### config.mk
export PLATFORM = sky130hd
export DESIGN_NAME = traffic_phase_scheduler
export DESIGN_NICKNAME = d
export VERILOG_FILES = /design/src/rtl/tls_pkg.sv /design/src/rtl/tls_phase_timer.sv /design/src/rtl/traffic_phase_scheduler.sv
export SDC_FILE = /design/constraint.sdc
export NUM_CORES = 1
export LEC_CHECK = 0
export CAP_MARGIN = 10
export CORE_MARGIN = 2
export CORE_UTILIZATION = 34
export DETAILED_ROUTE_END_ITERATION = 7
export SETUP_SLACK_MARGIN = 0.02
export SLEW_MARGIN = 20
export SYNTH_ARGS = -nofsm -noshare
export SYNTH_HDL_FRONTEND = slang
export SYNTH_SLANG_ARGS = --single-unit
### constraint.sdc
create_clock -name clk -period 2.5 [get_ports clk]
set_input_delay 0.25 -clock clk [delete_from_list [all_inputs] [get_ports clk]]
set_output_delay 0.25 -clock clk [all_outputs]
set_load 0.02 [all_outputs]
### src/rtl/tls_pkg.sv
// rtl/tls_pkg.sv - lamp codes and phase encoding shared by the traffic scheduler
package tls_pkg;

  localparam logic [2:0] RED    = 3'b100;
  localparam logic [2:0] YELLOW = 3'b010;
  localparam logic [2:0] GREEN  = 3'b001;

  typedef enum logic [2:0] {
    AR_A = 3'd0,
    G_A  = 3'd1,
    Y_A  = 3'd2,
    AR_B = 3'd3,
    G_B  = 3'd4,
    Y_B  = 3'd5,
    WALK = 3'd6
  } state_e;

endpackage

### src/rtl/tls_phase_timer.sv
// rtl/tls_phase_timer.sv - per-phase up-counter, cleared on state entry, saturating at GREEN_MAX-1
module tls_phase_timer #(
  parameter int CNT_W     = 8,
  parameter int GREEN_MIN = 20,
  parameter int GREEN_MAX = 60
) (
  input  logic             clk,
  input  logic             rst,
  input  logic             clr_i,
  input  logic [CNT_W-1:0] t_i,
  output logic             hit_min_o,
  output logic             hit_max_o,
  output logic             hit_t_o
);

  localparam logic [CNT_W-1:0] MIN_M1 = CNT_W'(GREEN_MIN - 1);
  localparam logic [CNT_W-1:0] MAX_M1 = CNT_W'(GREEN_MAX - 1);

  logic [CNT_W-1:0] cnt_q;
  logic [CNT_W-1:0] cnt_d;

  always_comb begin
    cnt_d = cnt_q;
    if (clr_i) begin
      cnt_d = '0;
    end else if (cnt_q != MAX_M1) begin
      cnt_d = cnt_q + 1'b1;
    end
  end

  always_ff @(posedge clk or posedge rst) begin
    if (rst) begin
      cnt_q <= '0;
    end else begin
      cnt_q <= cnt_d;
    end
  end

  assign hit_min_o = (cnt_q >= MIN_M1);
  assign hit_max_o = (cnt_q >= MAX_M1);
  assign hit_t_o   = (cnt_q == t_i - 1'b1);

endmodule

### src/rtl/traffic_phase_scheduler.sv
// rtl/traffic_phase_scheduler.sv - demand-driven two-street light; TLS_PED_EN adds the pedestrian walk phase
module traffic_phase_scheduler
  import tls_pkg::*;
#(
  parameter int GREEN_MIN = 20,
  parameter int GREEN_MAX = 60,
  parameter int YELLOW_T  = 5,
  parameter int ALLRED_T  = 2,
  parameter int WALK_T    = 15,
  parameter int CNT_W     = 8
) (
  input  logic       clk,
  input  logic       rst,
  input  logic       sensor_a,
  input  logic       sensor_b,
  input  logic       ped_req,
  output logic [2:0] street_a,
  output logic [2:0] street_b,
  output logic       walk,
  output logic       ped_ack,
  output logic [2:0] phase
);

  state_e           state_q, state_d;
  logic             next_b_q, next_b_d;
  logic             ped_pend_q;
  logic [2:0]       street_a_q, street_a_d;
  logic [2:0]       street_b_q, street_b_d;
  logic [CNT_W-1:0] t_sel;
  logic             hit_min, hit_max, hit_t;

  tls_phase_timer #(
    .CNT_W    (CNT_W),
    .GREEN_MIN(GREEN_MIN),
    .GREEN_MAX(GREEN_MAX)
  ) u_timer (
    .clk      (clk),
    .rst      (rst),
    .clr_i    (state_d != state_q),
    .t_i      (t_sel),
    .hit_min_o(hit_min),
    .hit_max_o(hit_max),
    .hit_t_o  (hit_t)
  );

  always_comb begin
    t_sel = CNT_W'(ALLRED_T);
    case (state_q)
      Y_A, Y_B: t_sel = CNT_W'(YELLOW_T);
      WALK:     t_sel = CNT_W'(WALK_T);
      default:  t_sel = CNT_W'(ALLRED_T);
    endcase
  end

  always_comb begin
    state_d  = state_q;
    next_b_d = next_b_q;
    case (state_q)
      AR_A: if (hit_t) state_d = G_A;
      AR_B: if (hit_t) state_d = G_B;
      G_A:  if (hit_min && (sensor_b || ped_pend_q) && (!sensor_a || hit_max)) state_d = Y_A;
      G_B:  if (hit_min && (sensor_a || ped_pend_q) && (!sensor_b || hit_max)) state_d = Y_B;
      Y_A: begin
        if (hit_t) begin
          state_d  = ped_pend_q ? WALK : AR_B;
          next_b_d = 1'b1;
        end
      end
      Y_B: begin
        if (hit_t) begin
          state_d  = ped_pend_q ? WALK : AR_A;
          next_b_d = 1'b0;
        end
      end
      WALK:    if (hit_t) state_d = next_b_q ? AR_B : AR_A;
      default: state_d = AR_A;
    endcase
  end

  // Lamps are decoded from the next state so they change on the same edge as the state.
  always_comb begin
    street_a_d = RED;
    street_b_d = RED;
    case (state_d)
      G_A:     street_a_d = GREEN;
      Y_A:     street_a_d = YELLOW;
      G_B:     street_b_d = GREEN;
      Y_B:     street_b_d = YELLOW;
      default: ;
    endcase
  end

  always_ff @(posedge clk or posedge rst) begin
    if (rst) begin
      state_q    <= AR_A;
      next_b_q   <= 1'b0;
      street_a_q <= RED;
      street_b_q <= RED;
    end else begin
      state_q    <= state_d;
      next_b_q   <= next_b_d;
      street_a_q <= street_a_d;
      street_b_q <= street_b_d;
    end
  end

`ifdef TLS_PED_EN
  logic ped_pend_d;
  logic walk_q, ack_q;
  logic enter_walk;

  assign enter_walk = (state_d == WALK) && (state_q != WALK);

  // Entering WALK consumes the request; presses during WALK are dropped.
  always_comb begin
    ped_pend_d = ped_pend_q;
    if (enter_walk) begin
      ped_pend_d = 1'b0;
    end else if (ped_req && state_q != WALK) begin
      ped_pend_d = 1'b1;
    end
  end

  always_ff @(posedge clk or posedge rst) begin
    if (rst) begin
      ped_pend_q <= 1'b0;
      walk_q     <= 1'b0;
      ack_q      <= 1'b0;
    end else begin
      ped_pend_q <= ped_pend_d;
      walk_q     <= (state_d == WALK);
      ack_q      <= enter_walk;
    end
  end

  assign walk    = walk_q;
  assign ped_ack = ack_q;
`else
  logic unused_ped_req;

  assign unused_ped_req = ped_req;
  assign ped_pend_q     = 1'b0;
  assign walk           = 1'b0;
  assign ped_ack        = 1'b0;
`endif

  assign street_a = street_a_q;
  assign street_b = street_b_q;
  assign phase    = state_q;

endmodule
# Yosys cells after proc, flatten, opt, wreduce, memory -nomap -nowiden

Cells that the tools add are included.

Word-level logic and storage cells: 54
Bits in writable memories: 0
Memory bits (read-only): 0
Latch bits: 0
Memories kept: 0
Output and inout bits: 11
Input port bits: 5
Register bits after elaboration: 18

Bitwise logic cells: 0
Magnitude comparators: 2
Reductions and logical operators: 13
Multiplexer cells: 17
$mul: 0
Shift operators: 0
Divide/modulo/power cells: 0
Equality and inequality tests: 15
Add/sub/neg operators: 2

Operators by type and width:

| cell                                                                    | number |
|---|---|
| 3-bit two-way mux                                                       | 7 |
| 3-bit one-hot mux with 7 select lines                                   | 1 |
| 8-bit two-way mux                                                       | 2 |
| 3-bit == test, second input constant                                    | 5 |
| 3-bit one-hot mux with 2 select lines                                   | 2 |
| 3-bit by 2-bit == test with 1-bit output, second input constant         | 3 |
| 8-bit by 1-bit adder with 8-bit output, second input constant           | 1 |
| 8-bit == test                                                           | 1 |
| 8-bit by 5-bit >= comparator with 1-bit output, second input constant   | 1 |
| 8-bit by 6-bit >= comparator with 1-bit output, second input constant   | 1 |
| 8-bit by 6-bit inequality test with 1-bit output, second input constant | 1 |
| 4-bit one-hot mux with 2 select lines                                   | 1 |
| 3-bit by 1-bit == test with 1-bit output, second input constant         | 2 |
| 4-bit by 1-bit subtractor with 5-bit output, second input constant      | 1 |
| 1-bit logical AND                                                       | 4 |
| 2-bit inequality test, second input constant                            | 2 |
| 2-bit nonzero test                                                      | 2 |
| 3-bit zero test                                                         | 1 |
| 3-bit inequality test                                                   | 1 |
| 3-bit AND reduction                                                     | 1 |
| 1-bit zero test                                                         | 2 |
| 1-bit logical OR                                                        | 2 |
| 1-bit two-way mux                                                       | 2 |
| 2-bit two-way mux                                                       | 1 |
| other kinds (2)                                                         | 2 |

# Depth between registers and ports, before layout

Gate-level depths: netlist of the first run.

Depth after elaboration: 9
Gate-level depth with buffers: 8

# Modules after synthesis

A second synthesis of the first run with hierarchy kept.

Cells, all modules: 154
Area, all modules: 1295.0 µm²

By module, submodules not included:

| module                  | cells each | times used | area each (µm²) | sequential area each (µm²) |
|---|---|---|---|---|
| tls_phase_timer         | 81         | 1          | 670.6           | 200.2 |
| traffic_phase_scheduler | 73         | 1          | 624.3           | 252.7 |

# Worst setup path after synthesis of the first run

No wires, ideal clock.

Path type: register to register
Start: register state_q[0] (netlist: phase[0])
End: register street_a_q[2] (netlist: street_a[2])
Data arrival time: 2.116 ns
Slack: 0.304 ns
Clock period less this slack: 2.196 ns
Stages on the path, launching flop included: 8
Path through: dfrtp_1 -> clkbuf_1 -> nand3b_1 -> mux2_2 -> a211oi_2 -> o21ai_1 -> and4bb_4 -> nor2_2

Cells in the longest elaborated chain, start to end: 9

RTL lines:

| what                                                                                                 | line                                                         | RTL |
|---|---|---|
| from (decl)                                                                                          | traffic_phase_scheduler.sv:24                                | `state_e state_q, state_d;` |
| from (signal assigned)                                                                               | traffic_phase_scheduler.sv:100                               | `state_q <= state_d;` |
| 3-bit == test or 3-bit by 2-bit == test with 1-bit output (tied branches)                            | traffic_phase_scheduler.sv:48, traffic_phase_scheduler.sv:58 |  |
| 2-bit OR reduction                                                                                   | traffic_phase_scheduler.sv:48                                | `case (state_q)` |
| 4-bit one-hot mux with 2 select lines                                                                | traffic_phase_scheduler.sv:48                                |  |
| 4-bit by 1-bit subtractor with 5-bit output                                                          | tls_phase_timer.sv:41                                        | `assign hit_t_o = (cnt_q == t_i - 1'b1);` |
| 8-bit == test                                                                                        | tls_phase_timer.sv:41                                        |  |
| 3-bit two-way mux, on equally long branches                                                          | -                                                            |  |
| 3-bit one-hot mux with 7 select lines (*)                                                            | traffic_phase_scheduler.sv:58                                | `case (state_q)` |
| named net state_d[2]                                                                                 | traffic_phase_scheduler.sv:24                                |  |
| 3-bit by 2-bit == test with 1-bit output or 3-bit by 1-bit == test with 1-bit output (tied branches) | traffic_phase_scheduler.sv:84                                | `case (state_d)` |
| 3-bit one-hot mux with 2 select lines (*)                                                            | traffic_phase_scheduler.sv:84                                |  |
| named net street_a_d[2]                                                                              | traffic_phase_scheduler.sv:27                                | `logic [2:0] street_a_q, street_a_d;` |
| to (signal assigned)                                                                                 | traffic_phase_scheduler.sv:102                               | `street_a_q <= street_a_d;` |
| to (decl)                                                                                            | traffic_phase_scheduler.sv:27                                |  |

Mark *: on every way through the listed nets, which the timed path passes. The rest lies on a longest branch.
A chain may end at the register's enable or synchronous reset.

# Worst setup path after layout of the first run

Start: register u_timer.cnt_q[6]
End: register street_a_q[2] (netlist: street_a[2])

Cells in the longest elaborated chain, start to end: 7

RTL lines:

| what                                                                                                             | line                                                         | RTL |
|---|---|---|
| from (decl)                                                                                                      | tls_phase_timer.sv:19                                        | `logic [CNT_W-1:0] cnt_q;` |
| from (signal assigned)                                                                                           | tls_phase_timer.sv:35                                        | `cnt_q <= cnt_d;` |
| 8-bit by 5-bit >= comparator with 1-bit output or 8-bit by 6-bit >= comparator with 1-bit output (tied branches) | tls_phase_timer.sv:39, tls_phase_timer.sv:40                 |  |
| 1-bit logical AND (tied with other cells)                                                                        | traffic_phase_scheduler.sv:62                                | `G_B: if (hit_min && (sensor_a \|\| ped_pend_q) && (!sensor_b \|\| hit_max)) state_d = Y_B;` |
| 1-bit logical AND, on equally long branches                                                                      | traffic_phase_scheduler.sv:62, traffic_phase_scheduler.sv:61 |  |
| 3-bit two-way mux, on equally long branches                                                                      | traffic_phase_scheduler.sv:62, traffic_phase_scheduler.sv:61 |  |
| 3-bit one-hot mux with 7 select lines (*)                                                                        | traffic_phase_scheduler.sv:58                                |  |
| named net state_d[2]                                                                                             | traffic_phase_scheduler.sv:24                                |  |
| 3-bit by 2-bit == test with 1-bit output or 3-bit by 1-bit == test with 1-bit output (tied branches)             | traffic_phase_scheduler.sv:84                                |  |
| 3-bit one-hot mux with 2 select lines (*)                                                                        | traffic_phase_scheduler.sv:84                                |  |
| named net street_a_d[2]                                                                                          | traffic_phase_scheduler.sv:27                                |  |

Marked as above.

==> results.json, run 1 <==
{
  "synth_cell_type_count": 46,
  "post_cts_resized": 0,
  "fmax_ghz": 0.438,
  "cts_tree": "built",
  "fin_skew_ns": 0.00943,
  "clockRootBuffer": "clkbuf_4",
  "async_flop_share_pct": 100,
  "dp_cells": 170,
  "ys_seq_area_share_pct": 40.7,
  "synth-adder-area-share_pct": 1.12,
  "cts_setup_buffers": 0,
  "dp.final_hpwl_um": 1700,
  "grt.total_usage_pct": 13.6,
  "reg2reg_from": "u_timer.cnt_q[6]",
  "powerDensity_nw_per_um2": 908,
  "postCtsHoldBufs": 0,
  "synth-xor-area-share_pct": 5.51,
  "grt_overflow": 0,
  "required_ns": 2.73,
  "final_cells": 174,
  "yosysMostFrequentCell": "dfrtp_1",
  "initial_utilization_pct": 36.1,
  "num_rows": 20,
  "drt-vias-per-instance": 5.17,
  "die_w_um": 61.2,
  "end_kind": "flop",
  "relSlewSlack_pct": 56.3,
  "worst_pin_slew_ns": 0.655,
  "post_dp_cell_area_um2": 1290,
  "synth_top_family_by_area": "simple AND/OR/NAND/NOR gates",
  "die_h_um": 61.2,
  "ios": 16,
  "r2r_slack_ns": 0.22,
  "dieArea_um2": 3740,
  "netlist_top_cells_area": "dfrtp_1 (36%), dfstp_2 (4.7%), nor2_1 (4.4%), xor2_1 (3.9%), nand2b_1 (3.4%)",
  "grt_first_pass_wirelength_um": 3770,
  "insertion_delay_ns": 0.30,
  "cpMaxStageDelayCell": "or4_4",
  "ys_ff_latch": 18,
  "n_antenna_cell": 0,
  "synth_top_area_share_pct": 36.0,
  "critPathKind": "reg -> reg",
  "coreArea_um2": 3080,
  "hold_viol": 0,
  "hold_class": "in -> async",
  "wl_um": 2240,
  "numClockSinks": 18,
  "vdd_drop_max_uv": 468,
  "synthCells": 115,
  "cts.clk_slew.worst_paths_ns": 0.11,
  "worstReg2RegEnd": "street_a[2]",
  "antenna_found_initial": 0,
  "setup_viol": 0,
  "cts_made_buffers": 3,
  "finalCritPeriodShare_pct": 91.3,
  "drcViolationCount": 0,
  "min_period_ns": 2.28,
  "clock_path_buffers": 2,
  "synthFlopType": "dfrtp_1",
  "reg2regPathDepth": 6,
  "synth_compound_area_share_pct": 19.3,
  "synth_top_cells_by_count": "dfrtp_1 (16), nor2_1 (13), nand2_1 (6), nand2b_1 (6)",
  "drt-pass1-iter-count": 4,
  "start_kind": "flop",
  "htree_levels": 1,
  "critPathMaxFanout": 5,
  "synth_edf_count": 0,
  "maxSlewViolCount": 0,
  "grt_pass1_vias": 862,
  "area_growth_pct": 19.0,
  "vias": 899,
  "drive_above_1_share_pct": 18.5,
  "syn_avg_cell_area_um2": 9.67,
  "maxCapViolations": 0,
  "fin_hold_ws_ns": 0.325,
  "p_leak_nw": 0.540,
  "finalInstanceArea_um2": 1320,
  "postRouteAntennaNets": 0,
  "yosysWarningCount": 0,
  "drtIter0Drc": 8,
  "fin_nets": 137,
  "cp_cell_sequence": "or4_4, or3_4, o22ai_1, o21ai_1, and4bb_4, nor2_2",
  "finalSetupTns_ns": 0,
  "cp.arrival_ns": 2.51,
  "yosys.area.top_type": "dfrtp_1",
  "synth-simple-area-share_pct": 26.0,
  "total_power_w": 0.00120,
  "detail_route.wl_per_cell_um": 12.9,
  "synth.area.mux_share_pct": 1.91,
  "status": "complete, no violations",
  "gp_congestion": 0.873,
  "rsz0062_at_grt": "false",
  "grt_max_degree": 19,
  "slowest_delay_ns": 0.58,
  "io_buffers": 12,
  "syn_area_um2": 1110
}
## cell families (layout without fill, tap and decap cells)
| family | count (synthesis) | after routing |
|---|---|---|
| mux | 2 | 2 |
| buf+inv | 11 | 25 |
| compound gates | 25 | 25 |
| flops | 18 | 18 |
| fa+ha+maj | 1 | 1 |
| xor+xnor | 7 | 7 |
| other cells | 1 | 2 |
| simple gates | 50 | 50 |
## area by class of cell
cell class / instances / area [µm²]
Sequential cell: 18 / 453
Multi-Input combinational cell: 87 / 607
Timing Repair Buffer: 17 / 158
Fill cell: 329 / 1750
Clock buffer: 4 / 36.3
Inverter: 4 / 15.0
Tap cell: 44 / 55.1
## power by group
group          internal [W]  switching, W
Sequential         0.000360     0.0000840
Combinational      0.000259      0.000315
Clock             0.0000888     0.0000946
Total              0.000709      0.000494
## worst max-delay path: cells and delay by family (launching register included)
family | cells | cell delay [ns]
simple gates | 4 | 1.42
flops | 1 | 0.43
compound gates | 2 | 0.36
## state kept, by name, summed over array words and instances (netlist names)
register       flops
u_timer.cnt_q      8
street_a           3
street_b           3
next_b_q           1
phase              3
## worst max path at each step
stage                                start               end  slack [ns]  cells after the start
after floorplan                   phase[0]       street_a[2]        0.30                      7
after CTS                 u_timer.cnt_q[6]       street_a[2]        0.23                      6
after global placement    u_timer.cnt_q[6]  u_timer.cnt_q[0]        0.25                      6
after detailed placement  u_timer.cnt_q[6]  u_timer.cnt_q[1]        0.25                      6
final                     u_timer.cnt_q[6]       street_a[2]        0.22                      6
after global routing      u_timer.cnt_q[3]       street_a[2]        0.06                      6
## per-stage QoR
stage / util (%) / setup slack [ns]
2_1_floorplan: - / 0.304
3_3_place_gp: 41.8 / 0.245
3_5_place_dp: 41.8 / 0.249
4_1_cts: 43.0 / 0.233
5_1_grt: 43.0 / 0.0586
6_report: 43.0 / 0.217
## layer usage
metal	vias to the layer above	part of all wire [%]	global-route usage, %
met4	0	0.58	3.11
met5	-	0	0
met1	432	44	16.0
met3	2	5.4	4.62
met2	27	50	24.0
li1	438	-	-
## layout by cell type (no fill, tap or decap), types with 3 or more instances in the layout
cell type | netlist | final
dfrtp_1 | 16 | 16
xor2_1 | 5 | 5
buf_4 | 2 | 5
nor2_1 | 13 | 13
nand2_1 | 6 | 6
clkdlybuf4s50_1 | 0 | 12
nand3b_1 | 3 | 3
nand3_1 | 5 | 5
nand2b_1 | 6 | 6
inv_1 | 4 | 4
o21ai_0 | 3 | 3
a21oi_1 | 5 | 5
clkbuf_4 | 0 | 3
and3_1 | 3 | 3
Power figures use the tool's default switching activity.
==> inputs of run 2 (changes only) <==
--- a/config.mk
+++ b/config.mk
@@ -9,6 +9,7 @@
 export CORE_MARGIN = 2
 export CORE_UTILIZATION = 34
 export DETAILED_ROUTE_END_ITERATION = 7
+export PLACE_DENSITY = 0.65
 export SETUP_SLACK_MARGIN = 0.02
 export SLEW_MARGIN = 20
 export SYNTH_ARGS = -nofsm -noshare
==> results.json, run 2 (synthesized netlist as in run 1, its figures left out) <==
{
  "end_kind": "flop",
  "r2r_slack_ns": 0.24,
  "insertion_delay_ns": 0.30,
  "finalSetupTns_ns": 0,
  "num_rows": 20,
  "p_int_w": 0.000710,
  "largest_reg_flops": 8,
  "critPathMaxFanout": 8,
  "drive_above_1_share_pct": 18.5,
  "hold_class": "in -> async",
  "critPathKind": "reg -> reg",
  "top_register": "u_timer.cnt_q",
  "numClockSinks": 18,
  "powerDensity_nw_per_um2": 920,
  "grt_overflow": 0,
  "fin_util_pct": 43.0,
  "initial_utilization_pct": 36.1,
  "drt-pass1-iter-count": 4,
  "antenna_found_initial": 0,
  "start_kind": "flop",
  "grt_max_degree": 19,
  "postRouteAntennaNets": 0,
  "gp_congestion": 0.889,
  "clockRootBuffer": "clkbuf_4",
  "seqPwrFrac_pct": 36.7,
  "final_cell_mix": "dfrtp_1 (16), nor2_1 (13), clkdlybuf4s50_1 (12), nand2b_1 (6), nand2_1 (6)",
  "clock_path_buffers": 2,
  "drtIter0Drc": 35,
  "worst_pin_slew_ns": 0.661,
  "maxSlewViolCount": 0,
  "dp_cells": 170,
  "coreArea_um2": 3080,
  "fmax_ghz": 0.443,
  "detail_route.wl_per_cell_um": 12.8,
  "cp.arrival_ns": 2.44,
  "die_h_um": 61.2,
  "vdd_drop_max_uv": 532,
  "setup_viol": 0,
  "sw_frac_of_total_pct": 41.7,
  "htree_levels": 1,
  "reg2regPathDepth": 6,
  "drcViolationCount": 0,
  "hold_viol": 0,
  "power_frac_clock_pct": 15.3,
  "drt-vias-per-instance": 5.13,
  "grt_first_pass_wirelength_um": 3730,
  "relSlewSlack_pct": 55.9,
  "final_cells": 174,
  "postCtsHoldBufs": 0,
  "fin_nets": 137,
  "ios": 16,
  "cts_setup_buffers": 0,
  "grt_pass1_vias": 857,
  "cts_made_buffers": 3,
  "status": "complete, no violations",
  "maxCapViolations": 0,
  "min_period_ns": 2.26,
  "pwr-share-comb_pct": 48.0,
  "cts.clk_slew.worst_paths_ns": 0.11,
  "p_switching_w": 0.000508,
  "finalCritPeriodShare_pct": 90.4,
  "fin_skew_ns": 0.00625,
  "io_buffers": 12,
  "dieArea_um2": 3740,
  "rsz0062_at_grt": "false",
  "final_common_cell": "dfrtp_1",
  "p_leak_nw": 0.540,
  "n_antenna_cell": 0,
  "grt.total_usage_pct": 13.4,
  "cts_tree": "built",
  "dp.final_hpwl_um": 1700,
  "wl_um": 2230,
  "die_w_um": 61.2,
  "required_ns": 2.68,
  "vias": 892,
  "post_cts_resized": 0,
  "area_growth_pct": 19.0
}
==> run 2: worst paths after layout <==
path                             startpoint               end
hold reg to reg            u_timer.cnt_q[7]  u_timer.cnt_q[7]
setup / recovery           u_timer.cnt_q[6]  u_timer.cnt_q[4]
max in group asynchronous               rst       street_b[0]
min in group clk           u_timer.cnt_q[7]  u_timer.cnt_q[7]
hold / removal                          rst  u_timer.cnt_q[5]
setup reg to reg           u_timer.cnt_q[6]  u_timer.cnt_q[4]
==> run 2: metrics by stage <==
| stage | hold slack, ns | worst slack (ns) | power [W] | instance area (µm²) |
|---|---|---|---|---|
| 2_1_floorplan | 0.187 | 0.304 | 0.000859 | 1120 |
| 3_3_place_gp | 0.560 | 0.263 | 0.00101 | 1290 |
| 3_5_place_dp | 0.583 | 0.235 | 0.00104 | 1290 |
| 4_1_cts | 0.347 | 0.221 | 0.00123 | 1320 |
| 5_1_grt | 0.427 | 0.104 | 0.00131 | 1320 |
| 6_report | 0.328 | 0.241 | 0.00122 | 1320 |
==> run 2: layout make-up <==
class | instances | area (µm²)
repair buffers | 17 | 158
well taps | 44 | 55.1
inverters | 4 | 15.0
clock buffers | 4 | 36.3
fillers | 307 | 1750
flip-flops and latches | 18 | 453
multi-input cells | 87 | 607
==> run 2: routing by layer <==
layer,GRT usage [%],vias to the layer above,part of all wire (%)
met1,16.7,432,47
met5,0,-,0
met2,23.3,24,49
met3,4.41,0,4.5
met4,1.86,0,0
li1,-,436,-
==> run 2: critical path, stage by stage (launching register included) <==
cell and delay, ns:
dfrtp_1 0.43, or4_4 0.59, or3_1 0.40, nor3_2 0.19, nor2_1 0.08, a21oi_2 0.35, nor2_1 0.09
==> run 2: power groups by stage <==
stage	clock [W]	combinational, W	sequential (W)
CTS	0.000190	0.000590	0.000446
global route	0.000205	0.000643	0.000461
floorplan	0	0.000422	0.000437
global placement	0	0.000567	0.000447
detailed placement	0	0.000587	0.000452
finish	0.000186	0.000584	0.000447
